[config.mk]
export PLATFORM = sky130hd
export DESIGN_NAME = ccm_rmw_controller
export DESIGN_NICKNAME = d
export VERILOG_FILES = /design/src/rtl/ccm_rmw_controller.sv
export SDC_FILE = /design/constraint.sdc
export NUM_CORES = 1
export LEC_CHECK = 0
export BUFFER_PORTS_ARGS = -buffer_cell sky130_fd_sc_hd__buf_2
export CAP_MARGIN = 5
export CORE_MARGIN = 8
export CORE_UTILIZATION = 40
export CTS_CLUSTER_DIAMETER = 30
export DETAILED_ROUTE_END_ITERATION = 7
export PLACE_DENSITY = 0.68
export SLEW_MARGIN = 10
export SYNTH_ARGS = -nofsm -noshare
export SYNTH_HDL_FRONTEND = slang
export SYNTH_SLANG_ARGS = --single-unit
[constraint.sdc]
create_clock -name clk -period 4.18 [get_ports clk]
set_clock_uncertainty 0.2 [all_clocks]
set_input_delay 0.836 -clock clk [delete_from_list [all_inputs] [get_ports clk]]
set_output_delay 0.836 -clock clk [all_outputs]
set_load 0.1 [all_outputs]
[src/rtl/ccm_rmw_controller.sv]
// CCM controller for a 1R1W word-write SRAM: byte-strobed writes become a
// read-modify-write, and write data is forwarded to same-cycle reads.
module ccm_rmw_controller #(
    parameter int unsigned ADDR_WIDTH = 11,
    parameter int unsigned DATA_WIDTH = 32,
    parameter int unsigned OUT_REG    = 0
) (
    input  logic                    clk,
    input  logic                    rst_n,

    input  logic                    cntlr_rd,
    input  logic [ADDR_WIDTH-1:0]   cntlr_raddr,
    output logic [DATA_WIDTH-1:0]   cntlr_rd_data,
    output logic                    cntlr_rd_valid,

    input  logic                    cntlr_wr,
    input  logic [ADDR_WIDTH-1:0]   cntlr_waddr,
    input  logic [DATA_WIDTH-1:0]   cntlr_wr_data,
    input  logic [DATA_WIDTH/8-1:0] cntlr_wr_strb,
    output logic                    cntlr_wr_ready,
    output logic                    rmw_busy,

    output logic                    mem_rd,
    output logic [ADDR_WIDTH-1:0]   mem_rd_addr,
    input  logic [DATA_WIDTH-1:0]   mem_rd_data,
    output logic                    mem_wr,
    output logic [ADDR_WIDTH-1:0]   mem_wr_addr,
    output logic [DATA_WIDTH-1:0]   mem_wr_data
);

    localparam int unsigned STRB_WIDTH = DATA_WIDTH / 8;

    typedef enum logic {
        IDLE   = 1'b0,
        RMW_WR = 1'b1
    } state_e;

    state_e                  state_q;
    logic [ADDR_WIDTH-1:0]   addr_q;
    logic [DATA_WIDTH-1:0]   data_q;
    logic [STRB_WIDTH-1:0]   strb_q;

    logic                    rd_vld1_q;
    logic                    fwd_hit_q;
    logic [DATA_WIDTH-1:0]   fwd_data_q;
    logic                    fwd_hit_d;

    logic                    strb_full;
    logic                    strb_null;
    logic                    strb_partial;
    logic                    wr_fire;
    logic                    rmw_start;
    logic [DATA_WIDTH-1:0]   merged;
    logic [DATA_WIDTH-1:0]   stage1_data;

    assign strb_full    = &cntlr_wr_strb;
    assign strb_null    = ~|cntlr_wr_strb;
    assign strb_partial = !strb_full && !strb_null;

    // The SRAM read port is shared: a pending read blocks a partial write.
    assign cntlr_wr_ready = (state_q == IDLE) && !(cntlr_rd && strb_partial);
    assign rmw_busy       = (state_q == RMW_WR);
    assign wr_fire        = cntlr_wr && cntlr_wr_ready;
    assign rmw_start      = wr_fire && strb_partial;

    always_comb begin
        merged = '0;
        for (int unsigned i = 0; i < STRB_WIDTH; i++) begin
            merged[8*i +: 8] = strb_q[i] ? data_q[8*i +: 8] : mem_rd_data[8*i +: 8];
        end
    end

    always_comb begin
        mem_rd      = cntlr_rd || rmw_start;
        mem_rd_addr = cntlr_rd ? cntlr_raddr : cntlr_waddr;
        if (state_q == RMW_WR) begin
            mem_wr      = 1'b1;
            mem_wr_addr = addr_q;
            mem_wr_data = merged;
        end else begin
            mem_wr      = wr_fire && strb_full;
            mem_wr_addr = cntlr_waddr;
            mem_wr_data = cntlr_wr_data;
        end
    end

    assign fwd_hit_d = cntlr_rd && mem_wr && (cntlr_raddr == mem_wr_addr);

    always_ff @(posedge clk or negedge rst_n) begin
        if (!rst_n) begin
            state_q <= IDLE;
            addr_q  <= '0;
            data_q  <= '0;
            strb_q  <= '0;
        end else begin
            case (state_q)
                IDLE: begin
                    if (rmw_start) begin
                        state_q <= RMW_WR;
                        addr_q  <= cntlr_waddr;
                        data_q  <= cntlr_wr_data;
                        strb_q  <= cntlr_wr_strb;
                    end
                end
                RMW_WR: state_q <= IDLE;
                default: state_q <= IDLE;
            endcase
        end
    end

    // SRAM is read-first, so a read colliding with a write returns the new word from here.
    always_ff @(posedge clk or negedge rst_n) begin
        if (!rst_n) begin
            rd_vld1_q  <= 1'b0;
            fwd_hit_q  <= 1'b0;
            fwd_data_q <= '0;
        end else begin
            rd_vld1_q <= cntlr_rd;
            fwd_hit_q <= fwd_hit_d;
            if (fwd_hit_d) begin
                fwd_data_q <= mem_wr_data;
            end
        end
    end

    assign stage1_data = fwd_hit_q ? fwd_data_q : mem_rd_data;

    generate
        if (OUT_REG != 0) begin : g_out_reg
            logic                  rd_vld2_q;
            logic [DATA_WIDTH-1:0] rd_data2_q;

            always_ff @(posedge clk or negedge rst_n) begin
                if (!rst_n) begin
                    rd_vld2_q  <= 1'b0;
                    rd_data2_q <= '0;
                end else begin
                    rd_vld2_q <= rd_vld1_q;
                    if (rd_vld1_q) begin
                        rd_data2_q <= stage1_data;
                    end
                end
            end

            assign cntlr_rd_valid = rd_vld2_q;
            assign cntlr_rd_data  = rd_data2_q;
        end else begin : g_no_out_reg
            assign cntlr_rd_valid = rd_vld1_q;
            assign cntlr_rd_data  = stage1_data;
        end
    endgenerate

endmodule

==> parameters.txt, run 1 <==
Parameter                              Value

Timing
  Worst slew pin tran    715.1 ps
  Worst relative slew slack    0.5233
  Setup_tns    0 ps
  Number of endpoints with negative hold slack in the final report    0
  Unrepaired setup endpoints after global routing    false
  Total setup violations reported at the end of the flow    0
  Final worst path period share    0.8175
  Final min period    approximately 3400 ps
  FMAX    between 200 and 300 MHz
  Number of slew-limit violations in the final report    0
  Tightest hold margin    305.2 ps
  Post-route setup slack    between 700 and 800 ps

Drt
  Total vias in the final route    around 3600
  Via density    5.133
  Total routed wirelength    approximately 13000 um
  Antenna violation net count after detailed routing    0
  DR WL/cell    roughly 19 um
  Iteration-0 DRC Markers    90
  Drt pass-1 iters    6
  Number of remaining DRC errors    0

Power
  Power per cell area    447.2 mW/mm2
  Leakage power    ~3.0 nW
  Overall power consumption    around 2.7 mW
  IR drop worst, VDD    ~250 uV

Synthesis
  Mux share of post-synthesis cell area    0.4132
  Proportion of synthesized flip-flops having asynchronous set or reset    1.000
  Area of the mapped netlist    approximately 0.0047 mm2
  Distinct cell type count of the synthesized netlist    29
  Largest family of logic cells by synthesized area    multiplexers
  Adder-cell area share of the yosys netlist    0
  #FFs+latches synth    roughly 80
  Average cell area after synthesis    roughly 13 um2
  Post-synth EDFFs    0
  Most instantiated flip-flop cell in the synthesis netlist    sky130_fd_sc_hd__dfrtp_1
  Post-synthesis share of cell area spent on and, or, nand and nor gates    0.04857
  Post-Synthesis Cells    approximately 370
  Synthesis warning total    0
  Proportion of synthesized chip area in sequential cells    0.4352
  Syn nets    roughly 470
  Xor and xnor fraction of the mapped netlist area    0.02362
  Post-synthesis compound-gate area fraction    0.03662

Finish
  Final nets    around 640
  Area Growth Syn to Fin    27.65%
  # diodes    0
  Area taken by flip-flops and latches    about 0.002 mm2
  Proportion of layout cells with a drive suffix above 1    0.6443
  Total of fill cells in the finished design    around 1000
  Area occupied by multi-input gates    between 0.002 and 0.003 mm2

Floorplan
  Number of standard-cell rows in the floorplan    39
  Total core area    between 0.01 and 0.015 mm2
  Y dimension of the die    roughly 120 um
  Effective utilization at floorplan    0.4111
  Die Wd    between 100 and 150 um
  Die ar.    between 0.015 and 0.02 mm2
  Number of placed I/O pins    between 150 and 200

GRT
  Global-route layer with the greatest usage    met2
  Overflow after GRT    0
  Global routing usage on met3    0.06638
  Total routing resource utilization after global routing    0.1648
  Grt met2 use    0.2730
  Antenna violations before repair    0
  Wire length of the first global-routing pass    between 20000 and 25000 um
  GR Layer Usage met1    0.1897
  Via count of the first global-routing pass    ~4100
  Largest net degree at the start of global routing    49

Critical path
  Worst setup path class    flip-flop to primary output
  Nature of the critical path startpoint    flip-flop
  FF-to-FF setup slack    just over 1000 ps
  Crit path max fanout    42
  R2r endpoint    fwd_data_q[27]$_DFFE_PN0P_
  Data arrival time of the critical path    between 2000 and 2500 ps
  Critical Path RT    between 3000 and 4000 ps
  Endpoint class of the critical path    primary output
  Critical R2R Launch    rmw_busy$_DFF_PN0_
  Number of cells on the worst reg-to-reg path    6

Clock network
  Clock latency of the later-clocked register in the worst-skew pair    approximately 330 ps
  Clock tree from TritonCTS    built
  Clock sink count    82
  Post-CTS clock slew at the launch and capture registers of the worst setup and hold paths    approximately 60 ps
  Num CTS Buffers    9
  Root buffer cell    sky130_fd_sc_hd__clkbuf_16
  Setup fix buffers added after clock tree synthesis    0
  Post-cts gate resize count    0
  H-Tree Depth    3
  Largest buffer count on any clock path    2
  Number of hold buffers added after cts    0

Hold path
  Endpoint of the worst hold-timing path    addr_q[10]$_DFFE_PN0P_
  Min-Delay Path Class    flip-flop to flip-flop
  Hold Path Depth    1
  Hold path start    addr_q[10]$_DFFE_PN0P_

Place
  Hpwl dp    around 9600 um
  Worst Setup Slack post-DPL    just over 900 ps
  Port buffer count    around 180
  RePlAce Congestion    roughly 0.8

Status
  Status    complete, no violations

Flow run
  Number of max-cap violations    0
metal layers:
layer	wire (um)	share of wire	vias up
li1	-	-	1678
met5	0	0	-
met2	6076	0.47	123
met1	5542	0.43	1746
met3	1070	0.083	15
met4	167	0.013	0
power breakdown:
group | switching (mW) | internal [mW] | leakage (nW) | total, mW
registers | 0.0874 | 0.889 | 1.04 | 0.976
clock network | 0.314 | 0.396 | 0.129 | 0.709
logic | 0.735 | 0.271 | 1.80 | 1.01
total | 1.14 | 1.56 | 2.97 | 2.69
per-stage QoR:
step                      instance area, um2  instances    util
after CTS                               6018        694  0.5248
after global routing                    6018        694  0.5248
after floorplan                         4778        374       -
final                                   6018        694  0.5248
after global placement                  5766        679  0.5028
after detailed placement                5766        679  0.5028
cell usage after synthesis (2+ instances only):
cell / instances / area [um2]
sky130_fd_sc_hd__mux2i_1: 36 / 360.4
sky130_fd_sc_hd__buf_12: 3 / 60.06
sky130_fd_sc_hd__buf_6: 2 / 22.52
sky130_fd_sc_hd__mux2_4: 36 / 540.5
sky130_fd_sc_hd__xor2_1: 8 / 70.07
sky130_fd_sc_hd__buf_2: 2 / 10.01
sky130_fd_sc_hd__xnor2_2: 2 / 32.53
sky130_fd_sc_hd__nor3_1: 2 / 10.01
sky130_fd_sc_hd__clkbuf_1: 13 / 48.80
sky130_fd_sc_hd__nand4_1: 2 / 12.51
sky130_fd_sc_hd__dfrtp_1: 82 / 2052
sky130_fd_sc_hd__a21oi_1: 33 / 165.2
sky130_fd_sc_hd__mux2_2: 93 / 1047
sky130_fd_sc_hd__inv_1: 5 / 18.77
sky130_fd_sc_hd__buf_1: 7 / 26.28
sky130_fd_sc_hd__nor2_1: 35 / 131.4
kinds of logic (layout without fill, tap and decap cells):
group,after synthesis,after routing
and+or+nand+nor,49,49
muxes,165,165
AOI/OAI and AO/OA,34,34
DFF,82,82
buffers and inverters,33,210
xor gates and xnor gates,11,11
sequential cells by signal, summed over array words and instances, names as in the netlist:
register and cells:
fwd_data_q 32, strb_q 4, rmw_busy 1, cntlr_rd_valid 1, addr_q 11, data_q 32
fwd_hit_q 1
cell type report:
cell class,instances,area share
clock inverters,4,0.003326
flip-flops and latches,82,0.3416
inverters,5,0.003119
multi-input cells,259,0.4206
repair buffers,190,0.1630
well taps,143,0.02973
clock buffers,11,0.03867
critical path: stages, from the launching register on:
cell and delay, ps:
sky130_fd_sc_hd__dfrtp_4 770, sky130_fd_sc_hd__buf_4 510, sky130_fd_sc_hd__nor2_1 130, sky130_fd_sc_hd__a21oi_2 150, sky130_fd_sc_hd__buf_2 470
cells in the final DEF (no fill, tap or decap):
master | netlist | final
sky130_fd_sc_hd__a21o_1 | 1 | 1
sky130_fd_sc_hd__a21oi_1 | 33 | 16
sky130_fd_sc_hd__a21oi_2 | 0 | 17
sky130_fd_sc_hd__and4_1 | 1 | 1
sky130_fd_sc_hd__and4b_2 | 0 | 1
sky130_fd_sc_hd__buf_12 | 3 | 1
sky130_fd_sc_hd__buf_2 | 2 | 183
sky130_fd_sc_hd__buf_4 | 0 | 6
sky130_fd_sc_hd__clkbuf_1 | 13 | 2
sky130_fd_sc_hd__clkbuf_16 | 0 | 9
sky130_fd_sc_hd__clkinv_2 | 0 | 4
sky130_fd_sc_hd__dfrtp_1 | 82 | 81
sky130_fd_sc_hd__dfrtp_4 | 0 | 1
sky130_fd_sc_hd__inv_1 | 5 | 5
sky130_fd_sc_hd__mux2_2 | 93 | 93
sky130_fd_sc_hd__mux2_4 | 36 | 36
sky130_fd_sc_hd__mux2i_1 | 36 | 36
sky130_fd_sc_hd__nand2_1 | 1 | 1
sky130_fd_sc_hd__nand2b_1 | 1 | 1
sky130_fd_sc_hd__nand3_2 | 0 | 1
sky130_fd_sc_hd__nand4_1 | 2 | 2
sky130_fd_sc_hd__nand4b_1 | 1 | 1
sky130_fd_sc_hd__nor2_1 | 35 | 35
sky130_fd_sc_hd__nor2b_1 | 1 | 1
sky130_fd_sc_hd__nor3_1 | 2 | 2
sky130_fd_sc_hd__nor3_2 | 1 | 1
sky130_fd_sc_hd__nor4_1 | 1 | 1
sky130_fd_sc_hd__nor4bb_1 | 1 | 1
sky130_fd_sc_hd__xnor2_1 | 1 | 1
sky130_fd_sc_hd__xnor2_2 | 2 | 2
sky130_fd_sc_hd__xor2_1 | 8 | 8
worst max path at each step:
| stage | end | cells after the start | slack (ps) | start |
|---|---|---|---|---|
| 4_1_cts | mem_wr_data[13] | 4 | 750 | rmw_busy$_DFF_PN0_ |
| 3_3_place_gp | cntlr_wr_ready | 5 | 980 | cntlr_wr_strb[1] |
| 5_1_grt | mem_wr_data[13] | 4 | 600 | rmw_busy$_DFF_PN0_ |
| 3_5_place_dp | fwd_data_q[27]$_DFFE_PN0P_ | 7 | 930 | cntlr_waddr[10] |
| 6_report | mem_wr_data[28] | 4 | 760 | rmw_busy$_DFF_PN0_ |
| 2_1_floorplan | mem_wr_data[12] | 5 | -20 | rmw_busy$_DFF_PN0_ |
Power figures use the tool's default switching activity.
==> run 2, diff against run 1 <==
--- a/config.mk
+++ b/config.mk
@@ -5,13 +5,14 @@
 export SDC_FILE = /design/constraint.sdc
 export NUM_CORES = 1
 export LEC_CHECK = 0
+export ABC_AREA = 1
 export BUFFER_PORTS_ARGS = -buffer_cell sky130_fd_sc_hd__buf_2
 export CAP_MARGIN = 5
 export CORE_MARGIN = 8
 export CORE_UTILIZATION = 40
 export CTS_CLUSTER_DIAMETER = 30
 export DETAILED_ROUTE_END_ITERATION = 7
-export PLACE_DENSITY = 0.68
+export PLACE_DENSITY = 0.7
 export SLEW_MARGIN = 10
 export SYNTH_ARGS = -nofsm -noshare
 export SYNTH_HDL_FRONTEND = slang
==> constraint.sdc (replaced) <==
create_clock -name clk -period 2.9 [get_ports clk]
set_clock_uncertainty 0.2 [all_clocks]
set_input_delay 0.58 -clock clk [delete_from_list [all_inputs] [get_ports clk]]
set_output_delay 0.58 -clock clk [all_outputs]
set_load 0.1 [all_outputs]
==> run 2 against run 1 <==
Compared with the run above: sequential share of layout area down 3.4 points; highest routed layer is now met5; non-clock buffer count up 6; via count up 40%; critical endpoint is now mem_wr_data[19]; clock power up 73%; critical path type unchanged; total power up 58%; combinational power up 60%; largest power group unchanged; worst hold slack worse by 260 ps.
==> parameters.txt, run 2 <==
Parameter                              Value

Power
  Power Internal    2.423 mW (+56%)
  Share of power burned in registers    0.330 (-0.033)
  Power per cell area    636.2 mW/mm2 (+42%)
  Leakage power    3.624 nW (+22%)
  Combinational fraction of design power    0.382 (+0.008)
  Clock share of power    0.288 (+0.024)
  IR drop worst, VDD    257.7 uV (+2.2%)
  Switching power total    1.833 mW (+61%)
  Share of total power consumed by net switching    0.4306 (+0.008484)

Synthesis
  Syn nets    782 (+67%)
  Leading cell types by count after synthesis    216 x sky130_fd_sc_hd__nand2_1, 118 x sky130_fd_sc_hd__o21ai_0, 93 x sky130_fd_sc_hd__inv_1
  Average cell area after synthesis    6.973 um2 (-45%)
  Dominant cell by count in the synthesized netlist    sky130_fd_sc_hd__nand2_1
  Proportion of synthesized flip-flops having asynchronous set or reset    1.000 (unchanged)
  Largest cells by area after synthesis    sky130_fd_sc_hd__dfrtp_1 43%, sky130_fd_sc_hd__nand2_1 17%, sky130_fd_sc_hd__o21ai_0 12%
  Synthesis warning total    0 (unchanged)
  #FFs+latches synth    82 (unchanged)
  Synth top area share    0.4278 (-0.007492)
  Most instantiated flip-flop cell in the synthesis netlist    sky130_fd_sc_hd__dfrtp_1
  Post-Synthesis Cells    688 (+84%)
  Leading area contributor after synthesis    sky130_fd_sc_hd__dfrtp_1
  Proportion of synthesized chip area in sequential cells    0.4278 (-0.007492)
  Area of the mapped netlist    0.004797 mm2 (+1.8%)
  Distinct cell type count of the synthesized netlist    22 (-24%)
  Post-synth EDFFs    0 (unchanged)

Clock network
  Post-CTS clock slew at the launch and capture registers of the worst setup and hold paths    60 ps (about the same)
  Setup fix buffers added after clock tree synthesis    0 (unchanged)
  Num CTS Buffers    9 (unchanged)
  H-Tree Depth    3 (unchanged)
  Clock latency of the later-clocked register in the worst-skew pair    330 ps (about the same)
  Clock sink count    82 (unchanged)
  Post-cts gate resize count    0 (unchanged)
  Root buffer cell    sky130_fd_sc_hd__clkbuf_16
  Number of hold buffers added after cts    0 (unchanged)
  Largest buffer count on any clock path    2 (unchanged)
  Clock tree from TritonCTS    built

Finish
  # diodes    0 (unchanged)
  Top library cells by usage in the layout, fill and taps aside    215 x sky130_fd_sc_hd__nand2_1, 169 x sky130_fd_sc_hd__buf_2, 93 x sky130_fd_sc_hd__inv_1
  Post-Layout Inst Area    0.006689 mm2 (+11%)
  Final nets    944 (+47%)
  Total of fill cells in the finished design    1109 (+6.1%)
  Proportion of layout cells with a drive suffix above 1    0.3056 (-0.3387)
  Leading cell type in the layout, fill and taps excluded    sky130_fd_sc_hd__nand2_1
  Largest registers ranked by flip-flop count    data_q: 32 flops, fwd_data_q: 32 flops, addr_q: 11 flops
  Area Growth Syn to Fin    39.44%

Critical path
  Nature of the critical path startpoint    flip-flop
  Data arrival time of the critical path    2030 ps (-350 ps)
  Critical R2R Launch    rmw_busy$_DFF_PN0_
  Critical Path RT    2120 ps (-1020 ps)
  FF-to-FF setup slack    290 ps (-720 ps)
  Number of cells on the worst reg-to-reg path    10 (+4)
  R2r endpoint    fwd_data_q[18]$_DFFE_PN0P_
  Endpoint class of the critical path    primary output
  Worst setup path class    flip-flop to primary output
  Crit path max fanout    24 (-43%)

Timing
  Post-route setup slack    92.48 ps (-670.3 ps)
  Total setup violations reported at the end of the flow    0 (unchanged)
  Unrepaired setup endpoints after global routing    false
  FMAX    356.2 MHz
  Worst slew pin tran    598.8 ps (-116.3 ps)
  Final min period    around 2800 ps
  Worst relative slew slack    0.6008 (+0.07751)
  Number of endpoints with negative hold slack in the final report    0 (unchanged)
  Final worst path period share    0.9681
  Number of slew-limit violations in the final report    0 (unchanged)

Drt
  Drt pass-1 iters    5 (-1)
  Uppermost layer routed    met5
  Antenna violation net count after detailed routing    0 (unchanged)
  DR WL/cell    15.00 um (-19%)
  Total routed wirelength    15020 um (+17%)
  Post-Route M1 WL    6861 um (+24%)
  Number of remaining DRC errors    0 (unchanged)
  Total vias in the final route    4986 (+40%)
  Routed wire length on met3    1283 um (+20%)
  Via density    4.981 (-3.0%)
  Total met2 wirelength after detailed routing    6707 um (+10%)
  Iteration-0 DRC Markers    258 (+190%)

Place
  Hpwl dp    11010 um (+14%)
  Port buffer count    184 (unchanged)
  Worst Setup Slack post-DPL    169.6 ps (-762.6 ps)
  RePlAce Congestion    0.8024 (+0.50%)
  Cell Area, Placed    0.006369 mm2 (+10%)

Floorplan
  Number of standard-cell rows in the floorplan    40 (+2.6%)
  Die ar.    0.01575 mm2 (+1.5%)
  Y dimension of the die    125.5 um (+0.76%)
  Number of placed I/O pins    185 (unchanged)
  Die Wd    125.5 um (+0.76%)
  Total core area    0.01186 mm2 (+3.4%)
  Effective utilization at floorplan    0.4044 (-0.006699)

GRT
  Overflow after GRT    0 (unchanged)
  Antenna violations before repair    1 (+1)
  Via count of the first global-routing pass    4898 (+20%)
  Wire length of the first global-routing pass    24780 um (+19%)
  Total routing resource utilization after global routing    0.1897 (+0.02484)
  Largest net degree at the start of global routing    92 (+88%)

Hold path
  Min-Delay Path Class    input port to async pin

Status
  Status    complete, no violations

Flow run
  Number of max-cap violations    0 (unchanged)
run 2: cell types whose count changed in the layout (fill, tap and decap cells not counted), moves of 29 or more:
cell                      delta
sky130_fd_sc_hd__a21oi_4    +30
sky130_fd_sc_hd__nand4_1    +33
sky130_fd_sc_hd__nor2_1     -29
sky130_fd_sc_hd__mux2_4     -36
sky130_fd_sc_hd__o21ai_0    +85
sky130_fd_sc_hd__inv_1      +88
sky130_fd_sc_hd__mux2_2     -93
sky130_fd_sc_hd__mux2i_1    -36
sky130_fd_sc_hd__nand2_1   +214
sky130_fd_sc_hd__o21ai_1    +34
run 2: power groups by stage:
stage | sequential (mW) | clock, mW | combinational [mW]
6_report | 1.41 | 1.23 | 1.62
4_1_cts | 1.40 | 1.25 | 1.63
5_1_grt | 1.42 | 1.29 | 1.72
2_1_floorplan | 1.38 | 0 | 1.28
3_3_place_gp | 1.42 | 0 | 1.62
3_5_place_dp | 1.42 | 0 | 1.63
run 2: kinds of logic after synthesis:
family | share of synthesized area
AND/OR/NAND/NOR | 0.2567
flip-flops | 0.4278
buffers and inverters | 0.1247
AO/OA/AOI/OAI | 0.1909
run 2: critical path, cell delays in order, from the launching register on:
cell and delay [ps]:
sky130_fd_sc_hd__dfrtp_4 610, sky130_fd_sc_hd__buf_4 260, sky130_fd_sc_hd__o21ai_0 110, sky130_fd_sc_hd__a21oi_1 100
sky130_fd_sc_hd__a21oi_4 170, sky130_fd_sc_hd__buf_2 450
run 2: cell type report:
class	count	area, um2	area share
Tap cell	147	183.9	0.02750
Timing Repair Buffer	196	1274	0.1904
Clock inverter	5	78.83	0.01178
Inverter	95	361.6	0.05406
Clock buffer	10	239.0	0.03573
Multi-Input combinational cell	466	2495	0.3730
Sequential cell	82	2057	0.3075
run 2: how the worst max path moves through the flow:
stage,start,end,depth (start not counted)
6_report,rmw_busy$_DFF_PN0_,mem_wr_data[19],5
3_5_place_dp,rmw_busy$_DFF_PN0_,fwd_data_q[7]$_DFFE_PN0P_,10
4_1_cts,rmw_busy$_DFF_PN0_,mem_wr_data[31],4
3_3_place_gp,rmw_busy$_DFF_PN0_,fwd_data_q[26]$_DFFE_PN0P_,10
5_1_grt,rmw_busy$_DFF_PN0_,mem_rd,6
2_1_floorplan,cntlr_rd,mem_rd_addr[0],2
run 2: per-layer routing:
metal  vias up  track usage
li1       2550            -
met1      2229       0.2444
met2       190       0.3010
met3        15      0.05737
met4         2      0.05229
met5         -            0
run 2: metrics by stage:
step / setup TNS [ps] / power (mW) / utilization / hold WS, ps / std cells
floorplan: -7962 / 2.660 / - / 84.41 / 688
global placement: 0 / 3.038 / 0.5369 / 255.2 / 986
detailed placement: 0 / 3.051 / 0.5369 / 259.4 / 986
CTS: 0 / 4.283 / 0.5637 / 72.33 / 1001
global route: 0 / 4.434 / 0.5639 / 90.55 / 1001
finish: 0 / 4.256 / 0.5639 / 45.63 / 1001
